===== config.mk =====
export PLATFORM = sky130hd
export DESIGN_NAME = frame_dumper
export DESIGN_NICKNAME = d
export VERILOG_FILES = /design/src/rtl/frame_dumper.sv
export SDC_FILE = /design/constraint.sdc
export NUM_CORES = 1
export LEC_CHECK = 0
export BUFFER_PORTS_ARGS = -buffer_cell sky130_fd_sc_hd__buf_2
export CORE_MARGIN = 10
export CORE_UTILIZATION = 54
export CTS_BUF_LIST = sky130_fd_sc_hd__clkbuf_4 sky130_fd_sc_hd__clkbuf_8
export DETAILED_ROUTE_END_ITERATION = 8
export GPL_TIMING_DRIVEN = 1
export HOLD_SLACK_MARGIN = 0.15
export PLACE_DENSITY = 0.86
export SYNTH_ARGS = -nofsm -noshare
export SYNTH_HDL_FRONTEND = slang
export SYNTH_SLANG_ARGS = --single-unit

===== constraint.sdc =====
create_clock -name clk -period 2.8 [get_ports clk]
set_clock_uncertainty 0.2 [all_clocks]
set_input_delay 0.56 -clock clk [delete_from_list [all_inputs] [get_ports clk]]
set_output_delay 0.56 -clock clk [all_outputs]
set_load 0.05 [all_outputs]

===== src/rtl/frame_dumper.sv =====
// Reads a block of 32-bit words from SDRAM and streams them LSB-first over the
// AVR tx byte interface as: sync byte, data bytes, 8-bit additive checksum.
module frame_dumper #(
  parameter int          ADDR_W    = 23,
  parameter logic [7:0]  SYNC_BYTE = 8'hA5,
  parameter logic [7:0]  CMD_BYTE  = 8'h44
) (
  input  logic              clk,
  input  logic              rst,
  input  logic              start,
  input  logic [ADDR_W-1:0] base_addr,
  input  logic [ADDR_W-1:0] word_count,
  input  logic [7:0]        rx_data,
  input  logic              new_rx_data,
  output logic [ADDR_W-1:0] addr,
  output logic              rw,
  output logic [31:0]       data_in,
  output logic              in_valid,
  input  logic              busy,
  input  logic [31:0]       data_out,
  input  logic              out_valid,
  output logic [7:0]        tx_data,
  output logic              new_tx_data,
  input  logic              tx_busy,
  output logic              active,
  output logic              done
);

  typedef enum logic [2:0] {
    S_IDLE,
    S_HDR,
    S_TXW,
    S_RD_REQ,
    S_RD_WAIT,
    S_TX_BYTE,
    S_CSUM,
    S_DONE
  } state_t;

  state_t            state_q, state_d;
  state_t            ret_q, ret_d;
  logic [ADDR_W-1:0] addr_q, addr_d;
  logic [ADDR_W-1:0] remaining_q, remaining_d;
  logic [31:0]       shift_q, shift_d;
  logic [1:0]        byte_idx_q, byte_idx_d;
  logic [7:0]        csum_q, csum_d;

  always_ff @(posedge clk) begin
    if (rst) begin
      state_q     <= S_IDLE;
      ret_q       <= S_IDLE;
      addr_q      <= '0;
      remaining_q <= '0;
      shift_q     <= '0;
      byte_idx_q  <= '0;
      csum_q      <= '0;
    end else begin
      state_q     <= state_d;
      ret_q       <= ret_d;
      addr_q      <= addr_d;
      remaining_q <= remaining_d;
      shift_q     <= shift_d;
      byte_idx_q  <= byte_idx_d;
      csum_q      <= csum_d;
    end
  end

  always_comb begin
    state_d     = state_q;
    ret_d       = ret_q;
    addr_d      = addr_q;
    remaining_d = remaining_q;
    shift_d     = shift_q;
    byte_idx_d  = byte_idx_q;
    csum_d      = csum_q;
    in_valid    = 1'b0;
    new_tx_data = 1'b0;
    tx_data     = 8'h00;
    done        = 1'b0;

    case (state_q)
      S_IDLE: begin
        if (start || (new_rx_data && (rx_data == CMD_BYTE))) begin
          addr_d      = base_addr;
          remaining_d = word_count;
          csum_d      = 8'h00;
          state_d     = S_HDR;
        end
      end
      S_HDR: begin
        tx_data = SYNC_BYTE;
        if (!tx_busy) begin
          new_tx_data = 1'b1;
          ret_d       = (remaining_q != '0) ? S_RD_REQ : S_CSUM;
          state_d     = S_TXW;
        end
      end
      // The transmitter raises tx_busy one cycle late, so skip one cycle
      // before trusting it again.
      S_TXW: begin
        state_d = ret_q;
      end
      S_RD_REQ: begin
        if (!busy) begin
          in_valid = 1'b1;
          state_d  = S_RD_WAIT;
        end
      end
      S_RD_WAIT: begin
        if (out_valid) begin
          shift_d     = data_out;
          byte_idx_d  = 2'd0;
          addr_d      = addr_q + ADDR_W'(1);
          remaining_d = remaining_q - ADDR_W'(1);
          state_d     = S_TX_BYTE;
        end
      end
      S_TX_BYTE: begin
        tx_data = shift_q[7:0];
        if (!tx_busy) begin
          new_tx_data = 1'b1;
          csum_d      = csum_q + shift_q[7:0];
          shift_d     = shift_q >> 8;
          byte_idx_d  = byte_idx_q + 2'd1;
          if (byte_idx_q == 2'd3) begin
            ret_d = (remaining_q != '0) ? S_RD_REQ : S_CSUM;
          end else begin
            ret_d = S_TX_BYTE;
          end
          state_d = S_TXW;
        end
      end
      S_CSUM: begin
        tx_data = csum_q;
        if (!tx_busy) begin
          new_tx_data = 1'b1;
          ret_d       = S_DONE;
          state_d     = S_TXW;
        end
      end
      S_DONE: begin
        done    = 1'b1;
        state_d = S_IDLE;
      end
      default: begin
        state_d = S_IDLE;
      end
    endcase
  end

  assign addr    = addr_q;
  assign rw      = 1'b0;
  assign data_in = 32'h0000_0000;
  assign active  = (state_q != S_IDLE) && (state_q != S_DONE);

endmodule


* Word level (Yosys, flattened, before mapping)
Index checks and enable logic that the tools add are counted.
Word-level totals: input bits 93, logic and storage cells 76, output and inout bits 68, flip-flop bits (word level) 94
Operators by class: add/subtract/negate cells 4, equality and inequality tests 17, mux-type cells 32, reduce and logical (&&, ||, !) cells 16
Operators with widths (number):
- 2-to-1 mux 23 bit | 4
- one-hot mux 23 bit (2 select lines) | 2
- 2-to-1 mux 32 bit | 2
- one-hot mux 32 bit (2 select lines) | 1
- 2-to-1 mux 3 bit | 9
- one-hot mux 8 bit (3 select lines) | 1
- adder 23 x 1 -> 23 bit (second input constant) | 1
- nonzero test 23 bit | 1
- subtractor 23 x 1 -> 23 bit (second input constant) | 1
- one-hot mux 3 bit (6 select lines) | 1
- 2-to-1 mux 8 bit | 2
- one-hot mux 8 bit (2 select lines) | 1
- != test 2 bit (second input constant) | 7
- == test 3 bit (second input constant) | 4
- one-hot mux 3 bit (3 select lines) | 1
- AND reduction 3 bit | 3
- adder 8 bit | 1
- == test 8 x 7 -> 1 bit (second input constant) | 1
- AND reduction 4 bit | 2
- == test 3 x 2 -> 1 bit (second input constant) | 2
- nonzero test 2 bit | 3
- nonzero test 3 bit | 2
- 2-to-1 mux 1 bit | 5
- 2-to-1 mux 2 bit | 2
- other kinds (9) | 10

* Longest topological paths before layout
Gate-level depths: netlist (run 1).
depth in word-level cells 5, depth in mapped cells 9, depth with buffers taken out 7

* Worst setup path after synthesis (run 1)
No wires, ideal clock.
kind reg2out, start point register state_q[0], end point output active, arrival 2040 ps, required time 2040 ps, setup slack 0 ps, buffers on the path 2, cell stages (with the launch flop) 6, path through dfxtp_1 clkbuf_1 clkbuf_1 nand2_1 nor2_1 nor2_1
Between the ends: word-level cells in the longest chain between the ends 2, elaborated cells on any way between the ends 3, those cells by class eq/ne: 1; reduce/logical: 2
RTL lines:
- start, declared | RTL line 40 | state_t state_q, state_d;
- start signal, assigned | RTL line 58 | state_q <= state_d;
- != test 3 bit / nonzero test 3 bit (equally long branches) | RTL line 154 | assign active = (state_q != S_IDLE) && (state_q != S_DONE);
- logical AND 1 bit * | RTL line 154
- end, declared | RTL line 25 | output logic active,
Every way passes the cells marked *; elsewhere a longest branch is shown, timed or not.

* Worst setup path after layout (run 1)
start point register state_q[2], end point output new_tx_data
Between the ends: word-level cells in the longest chain between the ends 3, elaborated cells on any way between the ends 5, those cells by class eq/ne: 3; mux: 1; reduce/logical: 1
RTL lines:
- == test 3 bit / == test 3 x 1 -> 1 bit (equally long branches) | RTL line 81 | case (state_q)
- OR reduction 3 bit (no source line) *
- 2-to-1 mux 1 bit *
- end, declared | RTL line 23 | output logic new_tx_data,
Marks and branches as above.

==> flow_summary.json, run 1 <==
{
  "status": "completed",
  "worst-slew-pin-transition_ns": 0.7573,
  "instances_no_fill": 999,
  "layout-drive-gt1-share": 0.2216,
  "path_clk_slew_ns": 0.12,
  "htreeDepth": 3,
  "nets": 962,
  "cp-endpoint": "new_tx_data",
  "min_period_over_period": 0.9324,
  "synth_seq_cells": 94,
  "clkSinkCount": 94,
  "tns_ns": 0,
  "die-area_um2": 14980,
  "syn_avg_cell_area_um2": 7.481,
  "worstSetupStartpoint": "state_q[2]",
  "insertion_delay_ns": 0.37,
  "syn_to_final_growth_pct": 15.89,
  "drt_iter0_drc": 746,
  "rsz0062_at_grt": "no",
  "ctsHoldBuffers": 0,
  "grt_overflow": 0,
  "placed_cells": 982,
  "routedWlPerCell_um": 16.72,
  "slew_violations": 0,
  "cts_setup_buffers": 0,
  "critPathMaxFanout": 38,
  "io_buffers": 127,
  "ioPinCount": 161,
  "rr_endpoint": "remaining_q[18]",
  "dr.pass1.iters": 5,
  "r2r-start": "remaining_q[0]",
  "ys_seq_area_frac": 0.3323,
  "track_usage": 0.2127,
  "ir_drop_mv": 0.3305,
  "hp-class": "input port to register",
  "ff2ff_path_depth": 7,
  "hold_start": "data_out[21]",
  "grt_pass1_vias": 5526,
  "dp_hpwl_um": 12050,
  "cp_data_required_time_ns": 2.04,
  "fp.coreArea_um2": 10280,
  "cts_tree": "yes",
  "start_util": 0.5510,
  "grt_max_degree": 58,
  "netlist_area_um2": 5663,
  "ant_nets": 0,
  "via_per_inst": 5.985,
  "ys.flop_type": "dfxtp_1",
  "root_buffer": "clkbuf_8",
  "cp.arrival_ns": 1.85,
  "antenna_found_initial": 2,
  "cp-end-kind": "output pin",
  "num_vias": 5979,
  "yosysUniqueCellTypes": 67,
  "cellPowerDensity_nw_per_um2": 507.6,
  "cts_buffer_depth": 2,
  "post_cts_resized": 2,
  "num_rows": 37,
  "rrSetupSlack_ns": 0.26,
  "slew_headroom": 0.4951,
  "period_needed_ns": 2.611,
  "ys.warnings.count": 0,
  "totalPowerFinal_mw": 3.331,
  "final_cell_mix": "127 x buf_2, 117 x nand2_1, 92 x dfxtp_1, 63 x nor2_1, 61 x a21oi_1",
  "synth_edf_count": 0,
  "seqCellArea_um2": 1887,
  "grt_pass1_wl_um": 26990,
  "drc": 0,
  "routed_wl_um": 16700,
  "finalHoldViolations": 0,
  "layout_commonest_cell": "buf_2",
  "synth-async-reset-ratio": 0,
  "synth_cells": 757,
  "n_fill_cell": 943,
  "worstSetupPathType": "register to output pin",
  "cellLeakagePower_nw": 2.655,
  "multi_input_area_um2": 3381,
  "fmax_mhz": 383.0,
  "die_h_um": 122.4,
  "die_width_um": 122.4,
  "drv_cap": 0,
  "finish.utilization": 0.6385,
  "gp_congestion": 0.9335,
  "timing.hold.ws_ns": 0.2414,
  "setup_viol": 0,
  "start_kind": "register",
  "cts_buffers": 9
}
## metrics by stage
stage / area [um2] / worst slack (ns)
final: 6563 / 0.1891
after detailed placement: 6352 / 0.1009
after global routing: 6563 / 0.07265
after CTS: 6549 / 0.009659
after floorplan: 5783 / 0.0002773
after global placement: 6352 / 0.1072
## worst min-delay path by stage
stage,to,slack (ns),cells past startpoint
global route,shift_q[28],0.24,3
global placement,shift_q[25],0.24,2
finish,shift_q[21],0.24,3
detailed placement,shift_q[28],0.25,2
floorplan,shift_q[31],0.23,2
CTS,shift_q[21],0.23,3
## power by group
group	internal [mW]	leakage (nW)	switching (mW)
registers	1.42	0.768	0.101
logic	0.284	1.80	0.639
clock network	0.342	0.0899	0.547
total	2.04	2.65	1.29
## worst max-delay path, cell delays in order (launching register included)
cell and delay (ns):
dfxtp_4 0.50, buf_6 0.31, a21oi_1 0.10, nor2_1 0.24, buf_2 0.33
## final cells by class
type                            count  share of cell area
Tap cell                          136             0.02593
Inverter                           12            0.006864
Antenna cell                        1           0.0003813
Timing Repair Buffer              157              0.1356
Multi-Input combinational cell    583              0.5152
Sequential cell                    94              0.2875
Clock inverter                      7            0.009724
Clock buffer                        9             0.01888
## sequential cells by signal, summed over array words and instances, names as in the netlist
name,flops
ret_q,3
addr,23
remaining_q,23
state_q,3
byte_idx_q,2
shift_q,32
csum_q,8
## synthesized netlist by cell type, types with 12 or more instances
library cell | n | share of area
nand2_1 | 117 | 0.078
a311oi_1 | 30 | 0.046
clkbuf_1 | 57 | 0.038
inv_1 | 12 | 0.0080
nor2_1 | 63 | 0.042
a21oi_1 | 61 | 0.054
nor3_1 | 18 | 0.016
dfxtp_1 | 94 | 0.33
o21ai_0 | 41 | 0.036
buf_4 | 33 | 0.044
nand3_1 | 40 | 0.035
## kinds of logic after synthesis
logic type,synth area share
buffers and inverters,0.09854
other,0.0006622
XOR/XNOR,0.007735
adder cells (fa/ha/maj),0.02784
flip-flops,0.3323
AND/OR/NAND/NOR,0.2625
AO/OA/AOI/OAI,0.2581
multiplexers,0.01237
## routing by layer
layer  vias to the layer above  share of wire  global-route usage
met5                         -        0.00042                   0
met4                         2          0.013             0.06848
met1                      2780           0.44              0.2878
met2                       270           0.46              0.3314
li1                       2901              -                   -
met3                        26          0.092             0.04454
(Power assumes the default switching activity.)
==> inputs of run 2 (changes only) <==
ABC_AREA = 1   (was default)
ABC_CLOCK_PERIOD_IN_PS = 2800   (was default)
CORE_UTILIZATION = 55   (was 54)
PLACE_DENSITY = 0.87   (was 0.86)
SETUP_SLACK_MARGIN = 0.5   (was default)
==> run 2 against run 1 <==
- largest cell class unchanged
- utilization increased by 1.5 points
- combinational power grew to 3.6 times the previous value
- critical path type unchanged
- non-clock buffer count shrank 13
==> flow_summary.json, run 2 <==
{
  "ys.flop_type": "dfxtp_1",
  "synth_cells": 1009,
  "grt_pass1_vias": 6168,
  "final_cell_mix": "274 x nand2_1, 130 x nor2_1, 118 x buf_2, 100 x a21oi_1, 91 x dfxtp_1",
  "layout_commonest_cell": "nand2_1",
  "netlist_area_um2": 6203,
  "drt_iter0_drc": 655,
  "synthTopCellsByCount": "276 x nand2_1, 134 x nor2_1, 101 x a21oi_1",
  "cp-end-kind": "output pin",
  "setup_viol": 0,
  "start_util": 0.5673,
  "grt_overflow": 0,
  "io_buffers": 127,
  "synth_edf_count": 0,
  "cts_buffer_depth": 2,
  "root_buffer": "clkbuf_8",
  "syn_to_final_growth_pct": 15.25,
  "ff2ff_path_depth": 8,
  "status": "completed",
  "r2r-start": "state_q[2]",
  "tns_ns": 0,
  "yosysUniqueCellTypes": 40,
  "num_rows": 38,
  "worstSetupPathType": "register to output pin",
  "num_vias": 6754,
  "hold_start": "shift_q[18]",
  "ctsHoldBuffers": 0,
  "setup_ws_ns": 0.5023,
  "hold_end": "shift_q[18]",
  "ys.warnings.count": 0,
  "ir_drop_mv": 0.5731,
  "nets": 1226,
  "holdPathStages": 2,
  "insertion_delay_ns": 0.38,
  "slew_headroom": 0.6173,
  "hp-class": "register to register",
  "drv_cap": 0,
  "synth_seq_cells": 94,
  "fmax_mhz": 435.2,
  "largest_register_ffs": 32,
  "routedWlPerCell_um": 13.96,
  "dp_hpwl_um": 12410,
  "period_needed_ns": 2.298,
  "die_h_um": 126.2,
  "cp.arrival_ns": 1.54,
  "die_width_um": 126.2,
  "track_usage": 0.2039,
  "gp_congestion": 0.9036,
  "slew_violations": 0,
  "n_antenna_cell": 0,
  "start_kind": "register",
  "cp_data_required_time_ns": 2.04,
  "fp.coreArea_um2": 10940,
  "yosysTopAreaCellShare": 0.3033,
  "syn_avg_cell_area_um2": 6.148,
  "path_clk_slew_ns": 0.09,
  "ys_seq_area_frac": 0.3033,
  "grt_max_degree": 69,
  "grt_pass1_wl_um": 28300,
  "synth_top_cell_by_area": "dfxtp_1",
  "ant_nets": 0,
  "clkSinkCount": 94,
  "worst-slew-pin-transition_ns": 0.5740,
  "cellPowerDensity_nw_per_um2": 916.1,
  "cts_tree": "yes",
  "pre_cts_ws_ns": 0.4990,
  "die-area_um2": 15930,
  "via_per_inst": 5.335,
  "ioPinCount": 161,
  "htreeDepth": 3,
  "antenna_found_initial": 0,
  "dr.pass1.iters": 5,
  "post-synth-top-count-cell": "nand2_1",
  "critPathMaxFanout": 5,
  "synth_area_leaders": "dfxtp_1 30%, nand2_1 17%, a21oi_1 8.1%, nor2_1 8.1%, o21ai_0 6.8%",
  "rr_endpoint": "remaining_q[5]",
  "min_period_over_period": 0.8206,
  "finalHoldViolations": 0,
  "largest_register": "shift_q",
  "cts_buffers": 9,
  "synth-async-reset-ratio": 0,
  "layout-drive-gt1-share": 0.1723,
  "rsz0062_at_grt": "yes",
  "rrSetupSlack_ns": 0.69,
  "drc": 0,
  "routed_wl_um": 17680,
  "timing.hold.ws_ns": 0.2496,
  "cellLeakagePower_nw": 3.257
}
==> run 2: stage by stage <==
stage	area (um2)	cells	power (mW)	util
6_report	7149	1266	6.550	0.6538
5_1_grt	7149	1266	7.013	0.6538
4_1_cts	7074	1262	6.437	0.6469
3_5_place_dp	6766	1245	5.280	0.6188
3_3_place_gp	6766	1245	5.212	0.6188
2_1_floorplan	6349	1041	4.661	-
==> run 2: worst max-delay path by stage <==
stage | to | startpoint | slack (ns)
6_report | tx_data[5] | state_q[0] | 0.50
5_1_grt | tx_data[5] | state_q[0] | 0.46
4_1_cts | tx_data[0] | state_q[1] | 0.50
3_5_place_dp | addr[3] | rx_data[3] | 0.50
3_3_place_gp | addr[3] | rx_data[3] | 0.60
2_1_floorplan | tx_data[1] | state_q[0] | 0.29
==> run 2: critical path, cell delays in order, from the launching register on <==
cell and delay [ns]:
dfxtp_4 0.39, inv_2 0.10, nand3_4 0.13, inv_4 0.11, nand2_1 0.05, o211ai_1 0.13, buf_4 0.25
==> run 2: kinds of logic (layout without fill, tap and decap cells) <==
logic type                 count (synthesis)  in the layout  synth area share
and+or+nand+nor                          523            523            0.3552
AOI/OAI and AO/OA                        205            205            0.1710
buffers and inverters                    169            254            0.1374
DFF                                       94             94            0.3033
adders and majority gates                 12             12           0.02541
xor gates and xnor gates                   5              5          0.007059
other                                      1             33         0.0006045
==> run 2: metal layers <==
| metal | GRT usage | routed length (um) | vias to the layer above |
|---|---|---|---|
| met2 | 0.3389 | 8489 | 268 |
| met4 | 0.05492 | 315 | 0 |
| met3 | 0.05956 | 1342 | 28 |
| li1 | - | - | 3421 |
| met5 | 0 | 0 | - |
| met1 | 0.2515 | 7527 | 3037 |
==> run 2: repair_timing <==
item                                    in CTS  in global routing
resized for setup                           19                 16
endpoints found under the setup margin      10                 13
endpoints found under the hold margin        0                  0
pin swaps                                    1                  4
gates cloned                                 0                  1
setup buffers                                1                  3
==> run 2: layout make-up <==
type | instances | area (um2)
Multi-Input combinational cell | 778 | 3651
Inverter | 93 | 359.1
Clock buffer | 9 | 123.9
Sequential cell | 94 | 1891
Timing Repair inverter | 1 | 7.507
Tap cell | 140 | 175.2
Clock inverter | 7 | 121.4
Timing Repair Buffer | 144 | 820.8
Fill cell | 1045 | 3786
==> run 2: report_power, final <==
part           switching, mW  internal [mW]  leakage, nW
Clock                  0.523          0.598        0.124
Combinational           2.39          0.942         2.36
Sequential             0.401           1.69        0.770
